<file path="src/rtl/tick_sched_pkg.sv">
// Shared constants and types for the tick enable scheduler.
package tick_sched_pkg;

    localparam int NUM_CH_DEF = 4;
    localparam int DIV_W_DEF  = 24;
    localparam int CH_W       = 3;
    localparam int CNT_W      = 16;

    typedef enum logic {
        IDLE = 1'b0,
        PEND = 1'b1
    } cfg_state_t;

endpackage

</file>
<file path="src/rtl/tick_sched_chan.sv">
// One tick channel: period register, enable, phase counter; tick is registered (1 cycle after wrap).
// No backpressure; updates arrive through apply, which overrides the counter and config on that edge.
module tick_sched_chan
    import tick_sched_pkg::*;
#(
    parameter int DIV_W = DIV_W_DEF
) (
    input  logic             clk,
    input  logic             rst_n,
    input  logic             sync,
    input  logic             apply,
    input  logic [DIV_W-1:0] upd_div,
    input  logic             upd_en,
    output logic             en,
    output logic             wrap,
    output logic             tick
);

    logic [DIV_W-1:0] div;
    logic [DIV_W-1:0] cnt;
    logic [DIV_W-1:0] last;

    // A period register of 0 behaves exactly like 1.
    assign last = (div == '0) ? '0 : div - DIV_W'(1);
    assign wrap = en && (cnt == last);

    always_ff @(posedge clk or negedge rst_n) begin
        if (!rst_n) begin
            en   <= 1'b0;
            div  <= DIV_W'(1);
            cnt  <= '0;
            tick <= 1'b0;
        end else begin
            tick <= wrap && !sync;
            if (en && !sync && !wrap) begin
                cnt <= cnt + DIV_W'(1);
            end else begin
                cnt <= '0;
            end
            if (apply) begin
                div <= upd_div;
                en  <= upd_en;
                cnt <= '0;
            end
        end
    end

endmodule

</file>
<file path="src/rtl/tick_sched.sv">
// NUM_CH programmable tick enables; ticks 1 cycle after wrap, cfg updates deferred to the channel boundary.
// cfg_ready drops while an update waits for its boundary. Optional per-channel tick counters: TICK_SCHED_CNT_EN.
module tick_sched
    import tick_sched_pkg::*;
#(
    parameter int NUM_CH = NUM_CH_DEF,
    parameter int DIV_W  = DIV_W_DEF
) (
    input  logic              sys_clk,
    input  logic              sys_rst_n,
    input  logic              cfg_valid,
    output logic              cfg_ready,
    input  logic [CH_W-1:0]   cfg_ch,
    input  logic [DIV_W-1:0]  cfg_div,
    input  logic              cfg_en,
    output logic              cfg_err,
    input  logic              sync_start,
`ifdef TICK_SCHED_CNT_EN
    input  logic [CH_W-1:0]   rd_ch,
    output logic [CNT_W-1:0]  rd_cnt,
`endif
    output logic [NUM_CH-1:0] tick
);

    typedef struct packed {
        logic [CH_W-1:0]  ch;
        logic [DIV_W-1:0] div;
        logic             en;
    } cfg_req_t;

    cfg_state_t        state, state_nxt;
    cfg_req_t          pend, pend_nxt;
    logic              err_nxt;
    logic [DIV_W-1:0]  upd_div;
    logic              upd_en;
    logic [NUM_CH-1:0] sel, pend_sel, chan_en, wrap, apply;
    logic              acc, ch_ok, tgt_en, boundary;

    assign cfg_ready = (state == IDLE);
    assign acc       = cfg_valid && cfg_ready;
    assign ch_ok     = int'(cfg_ch) < NUM_CH;
    assign tgt_en    = |(sel & chan_en);
    // Sync realigns every channel, so it releases a pending update too.
    assign boundary  = sync_start || |(pend_sel & wrap);
    assign upd_div   = (state == PEND) ? pend.div : cfg_div;
    assign upd_en    = (state == PEND) ? pend.en  : cfg_en;

    for (genvar i = 0; i < NUM_CH; i++) begin : g_ch
        assign sel[i]      = (cfg_ch == CH_W'(i));
        assign pend_sel[i] = (pend.ch == CH_W'(i));
        assign apply[i]    = (state == IDLE) ? (acc && sel[i] && !chan_en[i])
                                             : (pend_sel[i] && (sync_start || wrap[i]));

        tick_sched_chan #(.DIV_W(DIV_W)) u_chan (
            .clk     (sys_clk),
            .rst_n   (sys_rst_n),
            .sync    (sync_start),
            .apply   (apply[i]),
            .upd_div (upd_div),
            .upd_en  (upd_en),
            .en      (chan_en[i]),
            .wrap    (wrap[i]),
            .tick    (tick[i])
        );
    end

    always_comb begin
        state_nxt = state;
        pend_nxt  = pend;
        err_nxt   = 1'b0;
        case (state)
            IDLE: begin
                if (acc) begin
                    if (!ch_ok) begin
                        err_nxt = 1'b1;
                    end else if (tgt_en) begin
                        pend_nxt  = '{ch: cfg_ch, div: cfg_div, en: cfg_en};
                        state_nxt = PEND;
                    end
                end
            end
            PEND: begin
                if (boundary) state_nxt = IDLE;
            end
            default: state_nxt = IDLE;
        endcase
    end

    always_ff @(posedge sys_clk or negedge sys_rst_n) begin
        if (!sys_rst_n) begin
            state   <= IDLE;
            pend    <= '0;
            cfg_err <= 1'b0;
        end else begin
            state   <= state_nxt;
            pend    <= pend_nxt;
            cfg_err <= err_nxt;
        end
    end

`ifdef TICK_SCHED_CNT_EN
    logic [CNT_W-1:0] tick_cnt [NUM_CH];
    logic [CNT_W-1:0] rd_mux;

    always_comb begin
        rd_mux = '0;
        for (int i = 0; i < NUM_CH; i++) begin
            if (rd_ch == CH_W'(i)) rd_mux = tick_cnt[i];
        end
    end

    always_ff @(posedge sys_clk or negedge sys_rst_n) begin
        if (!sys_rst_n) begin
            for (int i = 0; i < NUM_CH; i++) tick_cnt[i] <= '0;
            rd_cnt <= '0;
        end else begin
            for (int i = 0; i < NUM_CH; i++) begin
                if (apply[i] && upd_en && !chan_en[i]) begin
                    tick_cnt[i] <= '0;
                end else if (tick[i]) begin
                    tick_cnt[i] <= tick_cnt[i] + CNT_W'(1);
                end
            end
            rd_cnt <= rd_mux;
        end
    end
`endif

endmodule
</file>
<file path="config.mk">
export PLATFORM = sky130hd
export DESIGN_NAME = tick_sched
export DESIGN_NICKNAME = d
export VERILOG_FILES = /design/src/rtl/tick_sched_pkg.sv /design/src/rtl/tick_sched_chan.sv /design/src/rtl/tick_sched.sv
export SDC_FILE = /design/constraint.sdc
export NUM_CORES = 1
export LEC_CHECK = 0
export CELL_PAD_IN_SITES_DETAIL_PLACEMENT = 1
export CELL_PAD_IN_SITES_GLOBAL_PLACEMENT = 2
export CORE_ASPECT_RATIO = 0.9
export CORE_UTILIZATION = 37
export DETAILED_ROUTE_END_ITERATION = 8
export PLACE_DENSITY = 0.84
export SETUP_SLACK_MARGIN = 0.05
export SYNTH_ARGS = -nofsm -noshare
export SYNTH_HDL_FRONTEND = slang
export SYNTH_SLANG_ARGS = --single-unit
</file>
<file path="constraint.sdc">
create_clock -name sys_clk -period 3.45 [get_ports sys_clk]
set_input_delay 0.8625 -clock sys_clk [delete_from_list [all_inputs] [get_ports sys_clk]]
set_output_delay 0.8625 -clock sys_clk [all_outputs]
set_load 0.02 [all_outputs]
</file>
==> summary.md, run 1 <==
| Metric | Value |
|---|---|
| Drt wl/cell | roughly 24 um |
| Type of the most critical hold path | in2async |
| Number of pins with negative max-slew slack in the final report | 0 |
| Post-route worst hold slack | 0.283 ns |
| Largest net degree at the start of global routing | 88 |
| Core region area | 39500 sq um |
| Sequential Area | between 5000 and 6000 sq um |
| Die Outline Area | 40800 sq um |
| DRC violations left | 0 |
| Cell mode on critical path | sky130_fd_sc_hd__or4_4 |
| Clock Skews | 0.0145 ns |
| Most common library cell in the layout ignoring fill and taps | sky130_fd_sc_hd__buf_4 |
| Top Layer Used | met4 |
| Total nets after synthesis | 1607 |
| Peak VDD IR | 0.438 mV |
| Worst R2R Start | g_ch[3].u_chan.div[17] |
| Post-synthesis to final-layout area growth | 40.3% |
| Remaining max-slew budget at the tightest pin | approximately a third |
| Horiz. Die Dim | around 210 um |
| Wire length on met3 | 1570 um |
| Initial detailed-routing violation count | approximately 800 |
| Syn. warnings | 0 |
| Failing checks | negative setup slack |
| Sum of routed wire length over all layers | between 50000 and 60000 um |
| Commonest cells after routing, fill and taps aside | sky130_fd_sc_hd__buf_4, sky130_fd_sc_hd__dfrtp_1, sky130_fd_sc_hd__nor2_1 |
| Cell internal pwr | roughly 9700 uW |
| Seq/Total Area, Yosys | between 30% and 40% |
| Maximum single-stage delay on the critical path | 0.55 ns |
| Sequential group share of total power | around 27% |
| Peak clock frequency supported by timing | about 260 MHz |
| Clk Latency, worst-skew pair | 0.57 ns |
| Final RePlAce weighted congestion | 0.906 |
| Share of post-route cells with drive strength above 1 | 38.5% |
| Via total after detailed routing | 13700 |
| Min cycle time layout | 3.86 ns |
| Routed wl met2 | 27900 um |
| R2r endpoint | g_ch[3].u_chan.div[14] |
| Vias in the first global route | 14700 |
| H-tree level count | 1 |
| Mapped Area | 14800 sq um |
| Worst Path Class, Setup | reg2reg |
| Pre-Repair DR Iteration Count | 5 |
| Power density of the placed cells | ~780 nW/um^2 |
| Filler-free cell count of the finished design | 2382 |
| Post-detail-place hpwl | 36000 um |
| Initial antenna violation count | 3 |
| Register bit total from synthesis | 230 |
| Via-per-instance ratio | 5.77 |
| I/O pin cnt | 38 |
| Clock-pin slew of the registers on the worst-case setup and hold paths | 0.06 ns |
| Number of filler cells placed in the layout | 4262 |
| Cell taking the most area after synthesis | sky130_fd_sc_hd__dfrtp_1 |
| Post-route worst setup slack | -0.414 ns |
| Buffer cell driving the clock tree root | sky130_fd_sc_hd__clkbuf_16 |
| Share of synthesized registers carrying an async set or reset | 100% |
| Row Count | 69 |
| Area of combinational cells with multiple inputs | 10000 sq um |
| Most used DFF post-synth | sky130_fd_sc_hd__dfrtp_1 |
| Clock buffer count from CTS | 27 |
| Setup repair after global routing missed its margin | true |
| Switching share of power | around two fifths |
| Met1 wire length | 24300 um |
| Reg2Reg Depth | 14 |
| CTS tree | built |
| Fraction of the cycle the final worst path needs | 112% |
| Logic pwr share | 51.7% |
| Library cells used by synthesis | 89 |
| Global-route wire length before repair | 85600 um |
| Clk network pwr share | 21.2% |
| Slowest library cell on the worst path | sky130_fd_sc_hd__or4_4 |
| Initial standard-cell utilization of the core | 37.5% |
| Outcome | finished with violations |
| GRT Residual Overflow | 0 |
| Setup crit start kind | flip-flop |
| Number of synthesized flops with an enable pin | 0 |
| Buffer levels on the longest clock path | 3 |
| Global routing usage summed across all routing layers | 26.9% |
| Ranking of synthesized cells by area | sky130_fd_sc_hd__dfrtp_1, sky130_fd_sc_hd__mux2_2, sky130_fd_sc_hd__xnor2_1 |
| Mean instance size in the synthesized netlist | 9.45 sq um |
| Final hold violation count | 0 |
| Worst-case register-to-register setup slack | -0.41 ns |
| Count of maximum capacitance violations | 0 |
| Post-Syn Instances | 1567 |
| Element type at the critical path end | flip-flop |
| Buffers on Ports | 37 |
| Final Net Count | 1867 |
| Switching component of the power | 6370 uW |
| Critical path data required time | 3.90 ns |
| Crit-path cells | or4_4, or4_4, buf_6, or4_4, buf_6, a21oi_2, o32ai_2, nor4_2, buf_4, a31oi_4, o32ai_4, buf_4, buf_8, mux2_2 |
| Total clock sinks | 230 |
| Yosys top cell area share | 38.2% |
| Floorplan die height | 192 um |
| Actual transition at the worst max-transition pin | 1.00 ns |
| Leakage power total | 0.00826 uW |
| Setup violators final | 171 |
| Cell count after placement | ~2300 |
| Antenna violation net count after detailed routing | 0 |
| Arrival time of the worst setup path | 4.31 ns |
| Maximum fanout along the worst path | 7 |
kinds of logic (layout without fill, tap and decap cells):
kind of cell    after synthesis  in the layout  synth area share (%)
simple gates                651            651                  23.4
flops                       230            230                  38.9
buf+inv                     132            413                  3.90
mux                         160            160                  12.2
compound gates              211            211                  10.2
other cells                   0              2                     0
xor+xnor                    175            175                  10.8
fa+ha+maj                     8              8                 0.676
metrics by stage:
stage               total power, uW  worst slack, ns  area [sq um]  setup TNS [ns]  util (%)
floorplan                      8240           -0.269         15300           -8.44         -
global placement              10700           -0.286         17700          -23.42      44.8
detailed placement            11100           -0.482         17700          -37.77      44.8
CTS                           15300           -0.323         20000          -29.91      50.7
global route                  16800           -0.523         20800          -62.29      52.7
finish                        16100           -0.414         20800          -43.98      52.7
cell usage after synthesis, types with 12 or more instances:
library cell / number
sky130_fd_sc_hd__xnor2_1: 98
sky130_fd_sc_hd__buf_2: 12
sky130_fd_sc_hd__clkbuf_1: 62
sky130_fd_sc_hd__nor3_1: 60
sky130_fd_sc_hd__a21oi_1: 36
sky130_fd_sc_hd__nor2_1: 180
sky130_fd_sc_hd__nand2_1: 89
sky130_fd_sc_hd__nand3_1: 65
sky130_fd_sc_hd__dfrtp_1: 226
sky130_fd_sc_hd__nor4_1: 43
sky130_fd_sc_hd__o22ai_1: 12
sky130_fd_sc_hd__and3_1: 29
sky130_fd_sc_hd__inv_1: 39
sky130_fd_sc_hd__nand4_1: 26
sky130_fd_sc_hd__or4_1: 26
sky130_fd_sc_hd__nor2b_1: 19
sky130_fd_sc_hd__nand2b_1: 17
sky130_fd_sc_hd__mux2_2: 118
sky130_fd_sc_hd__or3_1: 27
sky130_fd_sc_hd__o21ai_0: 40
sky130_fd_sc_hd__mux2_1: 31
sky130_fd_sc_hd__nor3b_1: 12
sky130_fd_sc_hd__xor2_1: 72
how the worst max path moves through the flow:
stage,start,to,slack (ns)
2_1_floorplan,g_ch[3].u_chan.div[4],g_ch[3].u_chan.div[15],-0.27
3_3_place_gp,g_ch[3].u_chan.div[4],g_ch[3].u_chan.div[14],-0.29
3_5_place_dp,g_ch[3].u_chan.div[4],g_ch[3].u_chan.div[5],-0.48
4_1_cts,g_ch[3].u_chan.div[17],g_ch[3].u_chan.div[4],-0.32
5_1_grt,g_ch[3].u_chan.div[8],g_ch[3].u_chan.div[3],-0.52
6_report,g_ch[3].u_chan.div[17],g_ch[3].u_chan.div[14],-0.41
metal layers:
metal	up-vias	GRT usage [%]
met4	0	10.2
met1	7136	34.3
li1	6222	-
met3	113	2.81
met5	-	0
met2	271	46.7
area by class of cell:
cell class,count,share of cell area [%]
multi-input cells,1205,48.2
clock inverters,15,1.39
inverters,39,0.705
diodes,2,0.0241
flip-flops and latches,230,27.7
repair buffers,324,15.1
clock buffers,35,3.69
well taps,532,3.20
sequential cells by signal, indices dropped and copies added, names as in the netlist:
name and count:
g_ch.u_chan.div 96, cfg_err 1, pend 28, g_ch.u_chan.tick 4
state 1, g_ch.u_chan.cnt 96, g_ch.u_chan.en 4
power by group through the flow:
| stage | Combinational [uW] | Clock [uW] | Sequential, uW |
|---|---|---|---|
| after floorplan | 4040 | 0 | 4200 |
| after global placement | 6580 | 0 | 4170 |
| after detailed placement | 6850 | 0 | 4250 |
| after CTS | 7620 | 3440 | 4250 |
| after global routing | 8780 | 3560 | 4450 |
| final | 8330 | 3410 | 4370 |
critical path: cells and delay by family, from the launching register on:
kind,cells,cell delay (ns)
buffers and inverters,5,0.82
AO/OA/AOI/OAI,4,0.54
AND/OR/NAND/NOR,4,1.66
multiplexers,1,0.35
flip-flops,1,0.38
timing repair:
action                     4_1_cts  5_1_grt
setup buffers                   36       11
pin swaps                       70       56
gates resized for setup        159      148
setup endpoints to repair      196      201
hold buffers                     0        0
cloned                          15        7
(Power assumes the default switching activity.)
==> inputs of run 2 (changes only) <==
--- a/config.mk
+++ b/config.mk
@@ -12,6 +12,7 @@
 export DETAILED_ROUTE_END_ITERATION = 8
 export PLACE_DENSITY = 0.84
 export SETUP_SLACK_MARGIN = 0.05
+export SLEW_MARGIN = 20
 export SYNTH_ARGS = -nofsm -noshare
 export SYNTH_HDL_FRONTEND = slang
 export SYNTH_SLANG_ARGS = --single-unit
==> results of run 2 <==
Same layout as run 1: the final DEF is identical, and so are final timing and power.
==> inputs of run 3 (changes only) <==
--- a/config.mk
+++ b/config.mk
@@ -7,7 +7,7 @@
 export LEC_CHECK = 0
 export CELL_PAD_IN_SITES_DETAIL_PLACEMENT = 1
 export CELL_PAD_IN_SITES_GLOBAL_PLACEMENT = 2
-export CORE_ASPECT_RATIO = 0.9
+export CORE_ASPECT_RATIO = 1.5
 export CORE_UTILIZATION = 37
 export DETAILED_ROUTE_END_ITERATION = 8
 export PLACE_DENSITY = 0.84
==> summary.md, run 3 (synthesis results as in run 1) <==
| Metric | Value |
|---|---|
| Sum of routed wire length over all layers | 59200 um (was 56100 um) |
| Sum of internal, switching and leakage power | 16100 uW (about the same) |
| Die Outline Area | 40800 sq um (about the same) |
| Power density of the placed cells | 768 nW/um^2 (was 775 nW/um^2) |
| Worst Path Class, Setup | reg2reg (unchanged) |
| Drt wl/cell | 24.9 um (was 23.6 um) |
| Leakage power total | 0.00837 uW (was 0.00826 uW) |
| Post-synthesis to final-layout area growth | 41.5% (was 40.3%) |
| Pre-Repair DR Iteration Count | 7 (was 5) |
| Worst-case register-to-register setup slack | -0.39 ns (was -0.41 ns) |
| Global-route wire length before repair | 90500 um (was 85600 um) |
| Crit-path cells | or4_4, or4_4, o31a_1, or2_1, o21a_1, o32ai_2, o2111ai_2, o21ai_4, buf_12, a21oi_4, mux2_4 (was or4_4, or4_4, buf_6, or4_4, buf_6, a21oi_2, o32ai_2, nor4_2, buf_4, a31oi_4, o32ai_4, buf_4, buf_8, mux2_2) |
| GRT Residual Overflow | 0 (unchanged) |
| Post-detail-place hpwl | 38400 um (was 36000 um) |
| I/O pin cnt | 38 (unchanged) |
| Via-per-instance ratio | 5.88 (was 5.77) |
| Registers with the most flip-flops | g_ch.u_chan.cnt (96), g_ch.u_chan.div (96), pend (28) (unchanged) |
| Peak clock frequency supported by timing | 261 MHz (was 259 MHz) |
| Setup total negative slack | -41.83 ns (was -43.98 ns) |
| Number of pins with negative max-slew slack in the final report | 0 (unchanged) |
| Initial antenna violation count | 0 (was 3) |
| Commonest cells after routing, fill and taps aside | sky130_fd_sc_hd__buf_4, sky130_fd_sc_hd__dfrtp_1, sky130_fd_sc_hd__nor2_1 (unchanged) |
| Post-Place Setup Slack | -0.527 ns (was -0.482 ns) |
| Actual transition at the worst max-transition pin | 0.825 ns (was 1.00 ns) |
| Failing checks | design-rule violations, negative setup slack (was negative setup slack) |
| Buffer cell driving the clock tree root | sky130_fd_sc_hd__clkbuf_16 (unchanged) |
| Most common library cell in the layout ignoring fill and taps | sky130_fd_sc_hd__buf_4 (unchanged) |
| Min cycle time layout | 3.84 ns (was 3.86 ns) |
| Buffers on Ports | 37 (unchanged) |
| Remaining max-slew budget at the tightest pin | 44.8% (was 32.5%) |
| Maximum single-stage delay on the critical path | 0.59 ns (was 0.55 ns) |
| Initial detailed-routing violation count | 770 (was 803) |
| Total of hold buffers inserted after clock tree synthesis | 0 (unchanged) |
| Row Count | 89 (was 69) |
| Slowest library cell on the worst path | sky130_fd_sc_hd__or4_4 (unchanged) |
| Core region area | 39400 sq um (was 39500 sq um) |
| Buffer levels on the longest clock path | 3 (unchanged) |
| Largest net degree at the start of global routing | 75 (was 88) |
| Post-route worst setup slack | -0.386 ns (was -0.414 ns) |
| Arrival time of the worst setup path | 4.27 ns (was 4.31 ns) |
| Clk Latency, worst-skew pair | 0.56 ns (was 0.57 ns) |
| Critical path data required time | 3.89 ns (was 3.90 ns) |
| Initial standard-cell utilization of the core | 37.6% (was 37.5%) |
| Outcome | finished with violations (unchanged) |
| Setup crit start kind | flip-flop (unchanged) |
| Count of maximum capacitance violations | 0 (unchanged) |
| Via total after detailed routing | 14000 (was 13700) |
| Antenna violation net count after detailed routing | 0 (unchanged) |
| Floorplan die height | 247 um (was 192 um) |
| Peak VDD IR | 0.413 mV (was 0.438 mV) |
| Element type at the critical path end | flip-flop (unchanged) |
| Final hold violation count | 0 (unchanged) |
| Share of post-route cells with drive strength above 1 | 39.9% (was 38.5%) |
| Total clock sinks | 230 (unchanged) |
| Setup repair after global routing missed its margin | true (unchanged) |
| Type of the most critical hold path | in2async (unchanged) |
| Final Net Count | 1902 (was 1867) |
| Delay-heaviest family, CP | simple AND/OR/NAND/NOR gates (unchanged) |
| Fin util | 53.2% (was 52.7%) |
| Clock-pin slew of the registers on the worst-case setup and hold paths | 0.07 ns (was 0.06 ns) |
| Clock Skews | 0.0178 ns (was 0.0145 ns) |
| Global routing usage summed across all routing layers | 29.1% (was 26.9%) |
| Vias in the first global route | 15200 (was 14700) |
| H-tree level count | 1 (unchanged) |
| Fraction of the cycle the final worst path needs | 111% (was 112%) |
| Horiz. Die Dim | 165 um (was 213 um) |
| Maximum fanout along the worst path | 6 (was 7) |
| CTS tree | built (unchanged) |
| Clock buffer count from CTS | 25 (was 27) |
| Setup violators final | 191 (was 171) |
| Final RePlAce weighted congestion | 0.891 (was 0.906) |
| DRC violations left | 2 (was 0) |
| Antenna diode count | 0 (was 2) |
| Crit path buffers/inverters | 1 (was 5) |
| Cell mode on critical path | sky130_fd_sc_hd__or4_4 (unchanged) |
## run 3: changes by cell type in the layout (fill, tap and decap cells not counted), moves of 4 or more
cell                         change
sky130_fd_sc_hd__nor4_2          -5
sky130_fd_sc_hd__buf_6          +11
sky130_fd_sc_hd__buf_12          +5
sky130_fd_sc_hd__buf_4          +22
sky130_fd_sc_hd__clkinvlp_4      +4
sky130_fd_sc_hd__a21oi_2         +4
sky130_fd_sc_hd__nor2_1          +4
sky130_fd_sc_hd__clkbuf_8        -5
sky130_fd_sc_hd__buf_16          -7
## run 3: final timing paths
check,startpoint,end,cells after the start
worst max-delay path,g_ch[0].u_chan.div[8],g_ch[0].u_chan.div[1],11
worst min-delay path,sys_rst_n,g_ch[3].u_chan.cnt[19],1
worst max register to register,g_ch[0].u_chan.div[8],g_ch[0].u_chan.div[1],11
worst min register to register,pend[18],pend[18],1
max in group asynchronous,sys_rst_n,g_ch[3].u_chan.div[0],2
min in group sys_clk,pend[18],pend[18],1
## run 3: what timing repair did
action / 4_1_cts / 5_1_grt
pin swaps: 62 / 92
endpoints found under the setup margin: 197 / 201
resized for setup: 164 / 179
cloned: 16 / 7
setup buffers: 43 / 27
## run 3: final cells by class
type | instances | area, sq um
inverters | 39 | 146
clock buffers | 27 | 643
clock inverters | 18 | 259
flip-flops and latches | 230 | 5770
multi-input cells | 1208 | 10200
fillers | 4312 | 18500
repair buffers | 358 | 3360
well taps | 500 | 626
## run 3: power by group
part	switching (uW)	internal, uW
registers	842	3500
clock network	1250	1800
logic	4440	4270
total	6540	9570
## run 3: per-stage QoR
step                std cells  area (sq um)  hold WS, ns
finish                   2380         21000        0.263
floorplan                1567         15300        0.474
detailed placement       2262         17800        0.492
global route             2380         21000        0.315
global placement         2262         17800        0.481
CTS                      2364         20100        0.283
## run 3: per-layer routing
layer	wire length [um]	GRT usage, %	part of all wire (%)	vias up
li1	-	-	-	6261
met1	21400	32.7	36	7191
met2	31500	53.2	53	357
met3	2190	3.04	3.7	193
met4	4060	15.6	6.9	0
met5	0	0	0	-
